`config.mk`:
```
export PLATFORM = sky130hd
export DESIGN_NAME = result_uart_reporter
export DESIGN_NICKNAME = d
export VERILOG_FILES = /design/src/rtl/result_uart_reporter.sv
export SDC_FILE = /design/constraint.sdc
export NUM_CORES = 1
export LEC_CHECK = 0
export ABC_CLOCK_PERIOD_IN_PS = 8900
export BUFFER_PORTS_ARGS = -buffer_cell sky130_fd_sc_hd__buf_2
export CELL_PAD_IN_SITES_DETAIL_PLACEMENT = 0
export CELL_PAD_IN_SITES_GLOBAL_PLACEMENT = 1
export CORE_UTILIZATION = 50
export CTS_CLUSTER_SIZE = 12
export DETAILED_ROUTE_END_ITERATION = 12
export PLACE_DENSITY_LB_ADDON = 0.1
export SYNTH_ARGS = -nofsm -noshare
export SYNTH_HDL_FRONTEND = slang
export SYNTH_SLANG_ARGS = --single-unit
```
`constraint.sdc`:
```
create_clock -name clk -period 8.9 [get_ports clk]
set_clock_uncertainty 0.15 [all_clocks]
set_input_delay 0 -clock clk [delete_from_list [all_inputs] [get_ports clk]]
set_output_delay 0 -clock clk [all_outputs]
set_load 0.02 [all_outputs]
```
`src/rtl/result_uart_reporter.sv`:
```
// Reports a 64-bit solver result as decimal ASCII over a UART 8N1 line,
// followed by CR LF, once per rising level of done.
//
// state   | meaning
// IDLE    | waiting for done; tx idle high
// CONVERT | 64 double-dabble shifts of the latched count into 20 BCD digits
// SKIP    | drop leading zero digits, one per cycle, keeping the last digit
// SEND    | serialise the remaining digits, then CR, then LF, back-to-back
// HOLD    | report complete (sent=1); wait for done to drop before re-arming
module result_uart_reporter #(
  parameter int CLKS_PER_BIT = 868
) (
  input  logic        clk,
  input  logic        rst,
  input  logic [63:0] count,
  input  logic        done,
  output logic        tx,
  output logic        busy,
  output logic        sent
);

  localparam logic [2:0] S_IDLE    = 3'd0;
  localparam logic [2:0] S_CONVERT = 3'd1;
  localparam logic [2:0] S_SKIP    = 3'd2;
  localparam logic [2:0] S_SEND    = 3'd3;
  localparam logic [2:0] S_HOLD    = 3'd4;

  localparam logic [15:0] BAUD_RELOAD = 16'(CLKS_PER_BIT - 1);
  localparam logic [4:0]  TOP_DIGIT   = 5'd19;

  localparam logic [1:0] TAIL_DIGITS = 2'd0;
  localparam logic [1:0] TAIL_CR     = 2'd1;
  localparam logic [1:0] TAIL_LF     = 2'd2;

  logic [2:0]  state_q, state_d;
  logic [63:0] shadow_q, shadow_d;
  logic [79:0] bcd_q, bcd_d;
  logic [5:0]  shift_cnt_q, shift_cnt_d;
  logic [4:0]  dig_q, dig_d;
  logic [1:0]  tail_q, tail_d;
  logic [9:0]  frame_q, frame_d;
  logic [3:0]  bit_q, bit_d;
  logic [15:0] baud_q, baud_d;
  logic        busy_q, busy_d;
  logic        sent_q, sent_d;

  logic [79:0] bcd_adj;
  logic [3:0]  cur_digit;
  logic [3:0]  nxt_digit;
  logic [4:0]  dig_m1;

  function automatic logic [9:0] frame_of(input logic [7:0] b);
    return {1'b1, b, 1'b0};
  endfunction

  // Double-dabble correction: any digit >= 5 gets +3 before the shift.
  always_comb begin
    bcd_adj = bcd_q;
    for (int i = 0; i < 20; i++) begin
      if (bcd_q[i*4 +: 4] >= 4'd5) begin
        bcd_adj[i*4 +: 4] = bcd_q[i*4 +: 4] + 4'd3;
      end
    end
  end

  assign dig_m1    = dig_q - 5'd1;
  assign cur_digit = bcd_q[{dig_q, 2'b00} +: 4];
  assign nxt_digit = bcd_q[{dig_m1, 2'b00} +: 4];

  always_comb begin
    state_d     = state_q;
    shadow_d    = shadow_q;
    bcd_d       = bcd_q;
    shift_cnt_d = shift_cnt_q;
    dig_d       = dig_q;
    tail_d      = tail_q;
    frame_d     = frame_q;
    bit_d       = bit_q;
    baud_d      = baud_q;
    busy_d      = busy_q;
    sent_d      = sent_q;

    case (state_q)
      S_IDLE: begin
        if (done) begin
          shadow_d    = count;
          bcd_d       = '0;
          shift_cnt_d = 6'd63;
          busy_d      = 1'b1;
          state_d     = S_CONVERT;
        end
      end

      S_CONVERT: begin
        bcd_d    = {bcd_adj[78:0], shadow_q[63]};
        shadow_d = {shadow_q[62:0], 1'b0};
        if (shift_cnt_q == 6'd0) begin
          dig_d   = TOP_DIGIT;
          state_d = S_SKIP;
        end else begin
          shift_cnt_d = shift_cnt_q - 6'd1;
        end
      end

      S_SKIP: begin
        if (cur_digit == 4'd0 && dig_q != 5'd0) begin
          dig_d = dig_m1;
        end else begin
          tail_d  = TAIL_DIGITS;
          frame_d = frame_of({4'h3, cur_digit});
          bit_d   = 4'd0;
          baud_d  = BAUD_RELOAD;
          state_d = S_SEND;
        end
      end

      S_SEND: begin
        if (baud_q != 16'd0) begin
          baud_d = baud_q - 16'd1;
        end else if (bit_q != 4'd9) begin
          frame_d = {1'b1, frame_q[9:1]};
          bit_d   = bit_q + 4'd1;
          baud_d  = BAUD_RELOAD;
        end else begin
          // Stop bit done: the next frame's start bit begins on this edge.
          bit_d  = 4'd0;
          baud_d = BAUD_RELOAD;
          case (tail_q)
            TAIL_DIGITS: begin
              if (dig_q == 5'd0) begin
                tail_d  = TAIL_CR;
                frame_d = frame_of(8'h0D);
              end else begin
                dig_d   = dig_m1;
                frame_d = frame_of({4'h3, nxt_digit});
              end
            end
            TAIL_CR: begin
              tail_d  = TAIL_LF;
              frame_d = frame_of(8'h0A);
            end
            default: begin
              busy_d  = 1'b0;
              sent_d  = 1'b1;
              state_d = S_HOLD;
            end
          endcase
        end
      end

      S_HOLD: begin
        if (!done) begin
          sent_d  = 1'b0;
          state_d = S_IDLE;
        end
      end

      default: state_d = S_IDLE;
    endcase
  end

  always_ff @(posedge clk) begin
    if (!rst) begin
      state_q     <= S_IDLE;
      shadow_q    <= '0;
      bcd_q       <= '0;
      shift_cnt_q <= '0;
      dig_q       <= '0;
      tail_q      <= TAIL_DIGITS;
      frame_q     <= '1;
      bit_q       <= '0;
      baud_q      <= '0;
      busy_q      <= 1'b0;
      sent_q      <= 1'b0;
    end else begin
      state_q     <= state_d;
      shadow_q    <= shadow_d;
      bcd_q       <= bcd_d;
      shift_cnt_q <= shift_cnt_d;
      dig_q       <= dig_d;
      tail_q      <= tail_d;
      frame_q     <= frame_d;
      bit_q       <= bit_d;
      baud_q      <= baud_d;
      busy_q      <= busy_d;
      sent_q      <= sent_d;
    end
  end

  assign tx   = (state_q == S_SEND) ? frame_q[0] : 1'b1;
  assign busy = busy_q;
  assign sent = sent_q;

endmodule

```
==> flow_metrics.py, run 1 <==
metrics = {
    "synthesis": {
        "synth_seq_cells": 191,
        "avgSynthCellArea_um2": 8.41,
        "yosys_warnings": 0,
        "synth_edf_count": 0,
        "syn_nets": 1387,
        "syn_area_um2": 10700,
        "synthTopCellsByArea": "dfxtp_1 (36%), a22oi_1 (7.5%), mux4_2 (6.9%), a21oi_1 (6.3%), ha_1 (5.5%)",
        "yosys_most_used_dff": "dfxtp_1",
        "yosys.area.top_type": "dfxtp_1",
        "synthArstFlopShare": 0,
        "synthCells": 1273,
        "ys_seq_area_frac": 0.357,
        "ys_top_cells_by_count": "dfxtp_1 (191), a21oi_1 (135), nand2_1 (135)",
        "synth.most_common_cell": "dfxtp_1",
        "synth_top_cell_area_share": 0.357,
        "ys_types": 58,
    },
    "global_routing": {
        "grt_pass1_vias": 8855,
        "grt_overflow": 0,
        "grt_usage": 0.252,
        "grt_pass1_wl_um": 45400,
        "grt_max_degree": 111,
        "antenna_found_initial": 0,
    },
    "detailed_routing": {
        "routedWlPerCell_um": 16.7,
        "highest_layer": "met4",
        "route.vias.total": 9760,
        "routed_wl_um": 27400,
        "ant_nets": 0,
        "drt-met1-wl_um": 13000,
        "route.met2.wl_um": 12600,
        "drt-initial-drc-count": 740,
        "via_per_inst": 5.96,
        "dr.pass1.iters": 5,
        "drc": 0,
        "wl_met3_um": 1290,
    },
    "clock_tree": {
        "cts.sinks": 191,
        "ctsLongestPathBuffers": 2,
        "root_buffer": "clkbuf_16",
        "cts_buffers": 17,
        "ctsResizeCount": 0,
        "clk_latency_ps": 440,
        "h-tree-depth": 4,
        "path_clk_slew_ps": 90,
        "cts_tree": "done",
    },
    "floorplan": {
        "start_util": 0.509,
        "ioPinCount": 70,
        "core_um2": 21000,
        "rows": 53,
        "die-area_um2": 22000,
        "die_w_um": 148,
        "die_height_um": 148,
    },
    "setup_path": {
        "crit_path_top_delay_cell": "ha_1",
        "arrival_ps": 4240,
        "required_ps": 9060,
        "path_delay_family": "adder cells",
        "cp-start-kind": "register",
        "critPathMaxStageDelay_ps": 940,
        "path_max_fanout": 49,
        "crit_path_end_kind": "register",
        "cp_cell_sequence": "buf_4 > inv_1 > ha_1 > mux4_2 > mux4_2 > a221oi_1 > nor3_1 > nor4_1 > a31oi_1",
        "cp_num_buf_inv": 2,
        "worst_path_most_repeated_cell": "mux4_2",
        "worstSetupPathType": "register to register",
    },
    "place": {
        "finalWeightedCongestion": 0.884,
        "pre_cts_slack_ps": 4810,
        "dp_hpwl_um": 17300,
        "port-buffer-count": 69,
    },
    "pwr": {
        "power_density_nw_per_um2": 228,
        "p_leak_nw": 4.42,
        "ir_drop_mv": 0.139,
    },
    "sta": {
        "setup_tns_ps": 0,
        "hold_viol": 0,
        "period_needed_ps": 4080,
        "worst_pin_slew_ps": 895,
        "min_period_over_period": 0.458,
        "setup_viol": 0,
        "rsz0062_at_grt": "false",
        "slew_headroom": 0.403,
        "drv_slew": 0,
        "fin_ws_ps": 4820,
        "fmax_mhz": 245,
    },
    "job": {
        "max_cap_viol_count": 0,
    },
    "finish": {
        "drive_gt1_frac": 0.116,
        "fin_util": 0.591,
        "insertedDiodeCount": 0,
        "syn_to_final_growth_pct": 16.0,
        "nets": 1463,
    },
    "status": {
        "outcome": "completed",
    },
    "min_path": {
        "hold_class": "input pin to register",
    },
}
[worst min-delay path, cell delays in order]
cell and delay (ps):
dlygate4sd3_1 520, buf_2 90, a22oi_1 50, a21oi_1 110
[worst paths after layout]
check / depth (start not counted) / endpoint / slack [ps] / startpoint
max: 9 / frame_q[1] / 4820 / dig_q[0]
min: 4 / shadow_q[15] / 220 / count[15]
max reg2reg: 9 / frame_q[1] / 4820 / dig_q[0]
min reg2reg: 2 / shadow_q[23] / 310 / shadow_q[23]
[sequential cells by signal, summed over array words and instances, names as in the netlist]
name         cells
bit_q            4
state_q          3
shift_cnt_q      6
shadow_q        64
busy             1
baud_q          16
frame_q          9
sent             1
dig_q            5
bcd_q           80
tail_q           2
[routing by layer]
metal / vias to the layer above / global-route usage
li1: 4807 / -
met1: 4636 / 0.361
met2: 274 / 0.392
met3: 43 / 0.0405
met4: 0 / 0.0675
met5: - / 0
[cells by family (layout without fill, tap and decap cells)]
| group | count (synthesis) | in the layout | share of synthesized area |
|---|---|---|---|
| AO/OA/AOI/OAI | 407 | 407 | 0.242 |
| multiplexers | 63 | 63 | 0.0977 |
| XOR/XNOR | 26 | 26 | 0.0213 |
| AND/OR/NAND/NOR | 398 | 398 | 0.174 |
| adder cells (fa/ha/maj) | 47 | 47 | 0.0549 |
| buffers and inverters | 141 | 230 | 0.0527 |
| flip-flops | 191 | 191 | 0.357 |
[placed cells by master, fill, tap and decap left out, types with 21 or more instances in the layout]
| cell type | instances |
|---|---|
| dfxtp_1 | 190 |
| nand2_1 | 135 |
| a21oi_1 | 135 |
| a22oi_1 | 107 |
| nor2_1 | 82 |
| o21ai_0 | 70 |
| buf_2 | 69 |
| dlygate4sd3_1 | 66 |
| inv_1 | 54 |
| ha_1 | 47 |
| nor3_1 | 42 |
| nand2b_1 | 37 |
| nand3_1 | 36 |
| mux4_2 | 33 |
| mux2i_1 | 28 |
| xnor2_1 | 21 |
[area by class of cell]
| cell class | instances | area [um^2] |
|---|---|---|
| timing repair buffer | 143 | 1070 |
| inverter | 55 | 211 |
| sequential | 191 | 3820 |
| tap | 275 | 344 |
| clock buffer | 17 | 425 |
| clock inverter | 15 | 208 |
| fill | 1875 | 8590 |
| multi-input combinational | 941 | 6350 |
[through the flow]
stage | area, um^2 | hold WS, ps | instances | total power, mW
4_1_cts | 12400 | 198 | 1637 | 2.85
3_3_place_gp | 11100 | 104 | 1539 | 2.01
6_report | 12400 | 215 | 1637 | 2.83
5_1_grt | 12400 | 222 | 1637 | 3.00
2_1_floorplan | 10700 | 10.8 | 1273 | 1.81
3_5_place_dp | 11100 | 114 | 1539 | 2.02
[repair_timing]
action                                 CTS  global route
hold buffers                            66             0
buffers inserted                         0             0
endpoints found under the hold margin   84             0
[power by group]
group          total, mW  internal [mW]  switching (mW)  leakage (nW)
logic              0.953          0.328           0.626          2.56
clock network      0.803          0.390           0.413         0.305
registers           1.07          0.973           0.101          1.55
total               2.83           1.69            1.14          4.42
(Power assumes the default switching activity.)
==> run 2, diff against run 1 <==
--- a/config.mk
+++ b/config.mk
@@ -5,11 +5,12 @@
 export SDC_FILE = /design/constraint.sdc
 export NUM_CORES = 1
 export LEC_CHECK = 0
-export ABC_CLOCK_PERIOD_IN_PS = 8900
+export ABC_AREA = 1
+export ABC_CLOCK_PERIOD_IN_PS = 4100
 export BUFFER_PORTS_ARGS = -buffer_cell sky130_fd_sc_hd__buf_2
 export CELL_PAD_IN_SITES_DETAIL_PLACEMENT = 0
 export CELL_PAD_IN_SITES_GLOBAL_PLACEMENT = 1
-export CORE_UTILIZATION = 50
+export CORE_UTILIZATION = 44
 export CTS_CLUSTER_SIZE = 12
 export DETAILED_ROUTE_END_ITERATION = 12
 export PLACE_DENSITY_LB_ADDON = 0.1
==> constraint.sdc (replaced) <==
create_clock -name clk -period 4.1 [get_ports clk]
set_clock_uncertainty 0.15 [all_clocks]
set_input_delay 0 -clock clk [delete_from_list [all_inputs] [get_ports clk]]
set_output_delay 0 -clock clk [all_outputs]
set_load 0.02 [all_outputs]
==> run 2 against run 1 <==
Compared with the run above:
- sequential power is 120% higher
- global-route usage is 1.4 points lower
- final area is 4.3% higher
- via count is 16% higher
- synthesized cell count is 34% higher
- critical path depth is 4 higher
- non-clock buffer count is 8 higher
- critical endpoint is now frame_q[2]
- largest power group is now combinational cells
- highest routed layer unchanged
==> flow_metrics.py, run 2 <==
metrics = {
    "status": {
        "outcome": "completed",
    },
    "min_path": {
        "hold_path_depth": 4,
        "min_to": "shadow_q[3]",
        "hold_class": "input pin to register",
        "hp-start": "count[3]",
    },
    "clock_tree": {
        "ctsResizeCount": 0,
        "cts_buffers": 17,
        "root_buffer": "clkbuf_16",
        "cts_tree": "done",
        "ctsLongestPathBuffers": 2,
        "path_clk_slew_ps": 80,
        "clk_latency_ps": 450,
        "cts.sinks": 191,
        "h-tree-depth": 4,
    },
    "synthesis": {
        "synth_top_cell_area_share": 0.342,
        "yosys.area.top_type": "dfxtp_1",
        "synth_edf_count": 0,
        "synthCells": 1703,
        "ys_types": 43,
        "synthTopCellsByArea": "dfxtp_1 (34%), nand2_1 (16%), a21oi_1 (9.8%), o21ai_0 (6.9%), nand3_1 (5.5%)",
        "yosys_warnings": 0,
        "avgSynthCellArea_um2": 6.56,
        "synthArstFlopShare": 0,
        "yosys_most_used_dff": "dfxtp_1",
        "syn_area_um2": 11200,
        "synth_seq_cells": 191,
        "syn_nets": 1817,
        "ys_top_cells_by_count": "nand2_1 (466), a21oi_1 (219), dfxtp_1 (191)",
        "ys_seq_area_frac": 0.342,
        "synth.most_common_cell": "nand2_1",
    },
    "sta": {
        "fin_ws_ps": 848,
        "hold_viol": 0,
        "min_period_over_period": 0.793,
        "setup_tns_ps": 0,
        "fmax_mhz": 308,
        "drv_slew": 0,
        "worst_pin_slew_ps": 1020,
        "hold_ws_ps": 196,
        "period_needed_ps": 3250,
        "slew_headroom": 0.319,
        "setup_viol": 0,
        "rsz0062_at_grt": "false",
    },
    "finish": {
        "syn_to_final_growth_pct": 16.1,
        "nets": 1895,
        "final_common_cell": "nand2_1",
        "final_cell_mix": "nand2_1 (466), a21oi_1 (219), dfxtp_1 (190)",
        "reg_top3": "bcd_q x80, shadow_q x64, baud_q x16",
        "largest_reg_flops": 80,
        "largest-register": "bcd_q",
        "insertedDiodeCount": 0,
        "drive_gt1_frac": 0.0847,
    },
    "global_routing": {
        "antenna_found_initial": 0,
        "grt_pass1_vias": 10636,
        "grt_pass1_wl_um": 51600,
        "grt_usage": 0.239,
        "grt_overflow": 0,
        "grt_max_degree": 93,
    },
    "setup_path": {
        "worst_path_most_repeated_cell": "nand2_1",
        "path_max_fanout": 73,
        "r2r-end": "frame_q[2]",
        "path_delay_family": "simple AND/OR/NAND/NOR gates",
        "worstSetupPathType": "register to register",
        "cp_num_buf_inv": 1,
        "cp_cell_sequence": "buf_4 > nand2_1 > nand3_1 > nand3_1 > nand3_1 > nand2_1 > nand2_1 > nand2_1 > nor2_2 > nand4_2 > nand3_2 > nand2_1 > nand3_1",
        "arrival_ps": 3480,
        "crit_path_top_delay_cell": "dfxtp_4",
        "r2r_setup_slack_ps": 850,
        "reg2reg_from": "dig_q[0]",
        "cp-start-kind": "register",
        "reg2regPathDepth": 13,
        "critPathMaxStageDelay_ps": 620,
        "worstSetupStartpoint": "dig_q[0]",
        "required_ps": 4330,
        "crit_path_end_kind": "register",
    },
    "detailed_routing": {
        "routed_wl_um": 30100,
        "drt-initial-drc-count": 915,
        "drc": 0,
        "routedWlPerCell_um": 14.2,
        "dr.pass1.iters": 5,
        "via_per_inst": 5.35,
        "route.vias.total": 11323,
        "ant_nets": 0,
    },
    "pwr": {
        "p_leak_nw": 5.16,
        "power_mw": 7.41,
        "ir_drop_mv": 0.350,
        "power_density_nw_per_um2": 571,
    },
    "floorplan": {
        "start_util": 0.454,
        "die_w_um": 161,
        "die_height_um": 161,
        "rows": 57,
        "ioPinCount": 70,
        "die-area_um2": 26000,
        "core_um2": 24600,
    },
    "place": {
        "pre_cts_slack_ps": 891,
        "finalWeightedCongestion": 0.876,
        "port-buffer-count": 69,
        "dp_hpwl_um": 19700,
    },
    "job": {
        "max_cap_viol_count": 0,
    },
}
==> run 2: stage by stage <==
step	cell area (um^2)	instances	utilization
after global placement	11600	2018	0.473
after floorplan	11200	1703	-
after CTS	13000	2118	0.527
after global routing	13000	2118	0.527
final	13000	2118	0.527
after detailed placement	11600	2018	0.473
==> run 2: cell type report <==
class | count | area, um^2
multi-input combinational | 1262 | 6360
tap | 324 | 405
sequential | 191 | 3830
clock buffer | 17 | 425
clock inverter | 15 | 223
inverter | 158 | 596
fill | 2489 | 11600
timing repair buffer | 151 | 1130
==> run 2: worst max path at each step <==
stage	slack, ps	cells after the start	to
floorplan	1760	15	frame_q[1]
global placement	940	13	frame_q[0]
detailed placement	890	13	frame_q[3]
CTS	890	13	frame_q[0]
global route	450	13	frame_q[6]
finish	850	13	frame_q[2]
==> run 2: timing repair <==
item,in CTS,in global routing
hold buffers,68,0
setup buffers,0,0
endpoints found under the hold margin,93,0
==> run 2: routing by layer <==
metal | wire length [um] | global-route usage | up-vias
met5 | 0 | 0 | -
met2 | 14300 | 0.410 | 178
met4 | 383 | 0.0600 | 0
li1 | - | - | 5896
met1 | 14500 | 0.312 | 5220
met3 | 1030 | 0.0352 | 29
==> run 2: logic make-up (layout without fill, tap and decap cells) <==
| family | Yosys count | in the layout | synth area share |
|---|---|---|---|
| AO/OA/AOI/OAI | 484 | 484 | 0.235 |
| XOR/XNOR | 10 | 10 | 0.00918 |
| adder cells (fa/ha/maj) | 47 | 47 | 0.0526 |
| AND/OR/NAND/NOR | 721 | 721 | 0.270 |
| buffers and inverters | 250 | 341 | 0.0904 |
| flip-flops | 191 | 191 | 0.342 |
==> run 2: worst register-to-register path, cell delays in order (launching register included) <==
cell and delay [ps]:
dfxtp_4 620, buf_4 610, nand2_1 140, nand3_1 100
nand3_1 80, nand3_1 80, nand2_1 60, nand2_1 50
nand2_1 100, nor2_2 180, nand4_2 480, nand3_2 390
nand2_1 90, nand3_1 70
==> run 2: power breakdown <==
| group | internal [mW] | switching, mW | leakage [nW] | total (mW) |
|---|---|---|---|---|
| clock | 0.906 | 0.896 | 0.312 | 1.80 |
| combinational | 1.05 | 2.20 | 3.29 | 3.25 |
| sequential | 2.14 | 0.217 | 1.56 | 2.36 |
| total | 4.10 | 3.31 | 5.16 | 7.41 |
==> run 3, diff against run 2 <==
--- a/config.mk
+++ b/config.mk
@@ -6,7 +6,7 @@
 export NUM_CORES = 1
 export LEC_CHECK = 0
 export ABC_AREA = 1
-export ABC_CLOCK_PERIOD_IN_PS = 4100
+export ABC_CLOCK_PERIOD_IN_PS = 3200
 export BUFFER_PORTS_ARGS = -buffer_cell sky130_fd_sc_hd__buf_2
 export CELL_PAD_IN_SITES_DETAIL_PLACEMENT = 0
 export CELL_PAD_IN_SITES_GLOBAL_PLACEMENT = 1
==> constraint.sdc (replaced) <==
create_clock -name clk -period 3.2 [get_ports clk]
set_clock_uncertainty 0.15 [all_clocks]
set_input_delay 0 -clock clk [delete_from_list [all_inputs] [get_ports clk]]
set_output_delay 0 -clock clk [all_outputs]
set_load 0.02 [all_outputs]
==> run 3 against run 2 <==
Compared with the run above:
- core utilization grew 0.54 points
- maximum frequency is 24% higher
- via count is 0.75% higher
- total power increased by 31%
- first-iteration DRC count decreased by 9.4%
- die area is the same
- cell count rose by 0.52%
- clock-buffer cell count did not move
- global-route usage up 0.66 points
- critical path type unchanged
- largest power group unchanged
- highest routed layer unchanged
==> flow_metrics.py, run 3 (synthesis results as in run 2) <==
metrics = {
    "finish": {
        "seq_area_um2": 3830,
        "largest_reg_flops": 80,
        "reg_top3": "bcd_q x80, shadow_q x64, baud_q x16",
        "drive_gt1_frac": 0.0898,
        "fillerInstances": 2483,
        "nets": 1906,
        "insertedDiodeCount": 0,
        "final_cell_mix": "nand2_1 (466), a21oi_1 (219), dfxtp_1 (190)",
        "multiInputGateArea_um2": 6360,
        "syn_to_final_growth_pct": 17.3,
        "final_common_cell": "nand2_1",
        "largest-register": "bcd_q",
    },
    "sta": {
        "setup_viol": 0,
        "drv_slew": 0,
        "hold_ws_ps": 195,
        "rsz0062_at_grt": "false",
        "min_period_over_period": 0.822,
        "hold_viol": 0,
        "setup_tns_ps": 0,
        "period_needed_ps": 2630,
        "fmax_mhz": 380,
        "worst_pin_slew_ps": 1120,
        "slew_headroom": 0.251,
        "fin_ws_ps": 571,
    },
    "detailed_routing": {
        "dr.pass1.iters": 5,
        "route.vias.total": 11408,
        "routed_wl_um": 31400,
        "routedWlPerCell_um": 14.7,
        "via_per_inst": 5.36,
        "ant_nets": 0,
        "drt-initial-drc-count": 829,
        "drc": 0,
    },
    "setup_path": {
        "arrival_ps": 2820,
        "cp-start-kind": "register",
        "worstSetupPathType": "register to register",
        "crit_path_end_kind": "register",
        "path_max_fanout": 17,
        "required_ps": 3400,
    },
    "pwr": {
        "power_mw": 9.68,
        "power_density_nw_per_um2": 739,
        "ir_drop_mv": 0.856,
        "p_leak_nw": 5.22,
    },
    "global_routing": {
        "grt_overflow": 0,
        "grt_max_degree": 98,
        "antenna_found_initial": 0,
        "grt_pass1_wl_um": 52600,
        "grt_pass1_vias": 10642,
        "grt_usage": 0.245,
    },
    "place": {
        "dp_hpwl_um": 20200,
        "port-buffer-count": 69,
        "finalWeightedCongestion": 0.880,
        "pre_cts_slack_ps": 677,
    },
    "floorplan": {
        "die-area_um2": 26000,
        "die_w_um": 161,
        "die_height_um": 161,
        "core_um2": 24600,
        "start_util": 0.454,
        "ioPinCount": 70,
        "rows": 57,
    },
    "clock_tree": {
        "cts_buffers": 17,
        "path_clk_slew_ps": 80,
        "clk_latency_ps": 450,
        "h-tree-depth": 4,
        "cts.sinks": 191,
        "cts_tree": "done",
        "ctsResizeCount": 0,
        "ctsLongestPathBuffers": 2,
        "root_buffer": "clkbuf_16",
    },
    "job": {
        "max_cap_viol_count": 0,
    },
    "min_path": {
        "hold_class": "input pin to register",
    },
    "status": {
        "outcome": "completed",
    },
}
-- run 3: layout make-up --
class / count / share of cell area
Clock inverter: 15 / 0.0168
Sequential cell: 191 / 0.292
Tap cell: 324 / 0.0309
Clock buffer: 17 / 0.0325
Multi-Input combinational cell: 1262 / 0.486
Timing Repair Buffer: 162 / 0.0966
Inverter: 158 / 0.0455
-- run 3: repair_timing --
action,CTS,global route
hold endpoints to repair,94,0
buffers inserted,0,0
hold buffers,69,0
-- run 3: critical path, cell delays in order, from the launching register on --
cell and delay (ps):
dfxtp_1 410, inv_1 100, nor2_2 200, inv_2 160, nor2_4 240, nand2_1 80, buf_4 200, inv_2 280
nor2_1 130, inv_2 120, nor2_4 60, nand2_1 140, nor2_1 50, nor2_1 200
-- run 3: per-layer routing --
layer	vias up	routed length, um	track usage
li1	5900	-	-
met1	5265	15100	0.329
met2	216	14700	0.413
met3	27	1210	0.0357
met4	0	359	0.0570
met5	-	0	0
-- run 3: worst paths after layout --
check / cells past startpoint / end / start / slack, ps
worst max register to register: 13 / dig_q[2] / state_q[1] / 570
worst min register to register: 2 / frame_q[5] / frame_q[5] / 300
worst min-delay path: 4 / shadow_q[3] / count[3] / 200
worst max-delay path: 13 / dig_q[2] / state_q[1] / 570
-- run 3: power by group --
part	total (mW)	switching [mW]	internal, mW
registers	2.98	0.239	2.74
clock network	2.32	1.18	1.15
logic	4.38	2.92	1.46
total	9.68	4.34	5.35
-- run 3: per-stage QoR --
| step | utilization | instance area (um^2) | std cells |
|---|---|---|---|
| detailed placement | 0.478 | 11800 | 2028 |
| floorplan | - | 11200 | 1703 |
| global route | 0.532 | 13100 | 2129 |
| global placement | 0.478 | 11800 | 2028 |
| finish | 0.532 | 13100 | 2129 |
| CTS | 0.532 | 13100 | 2129 |
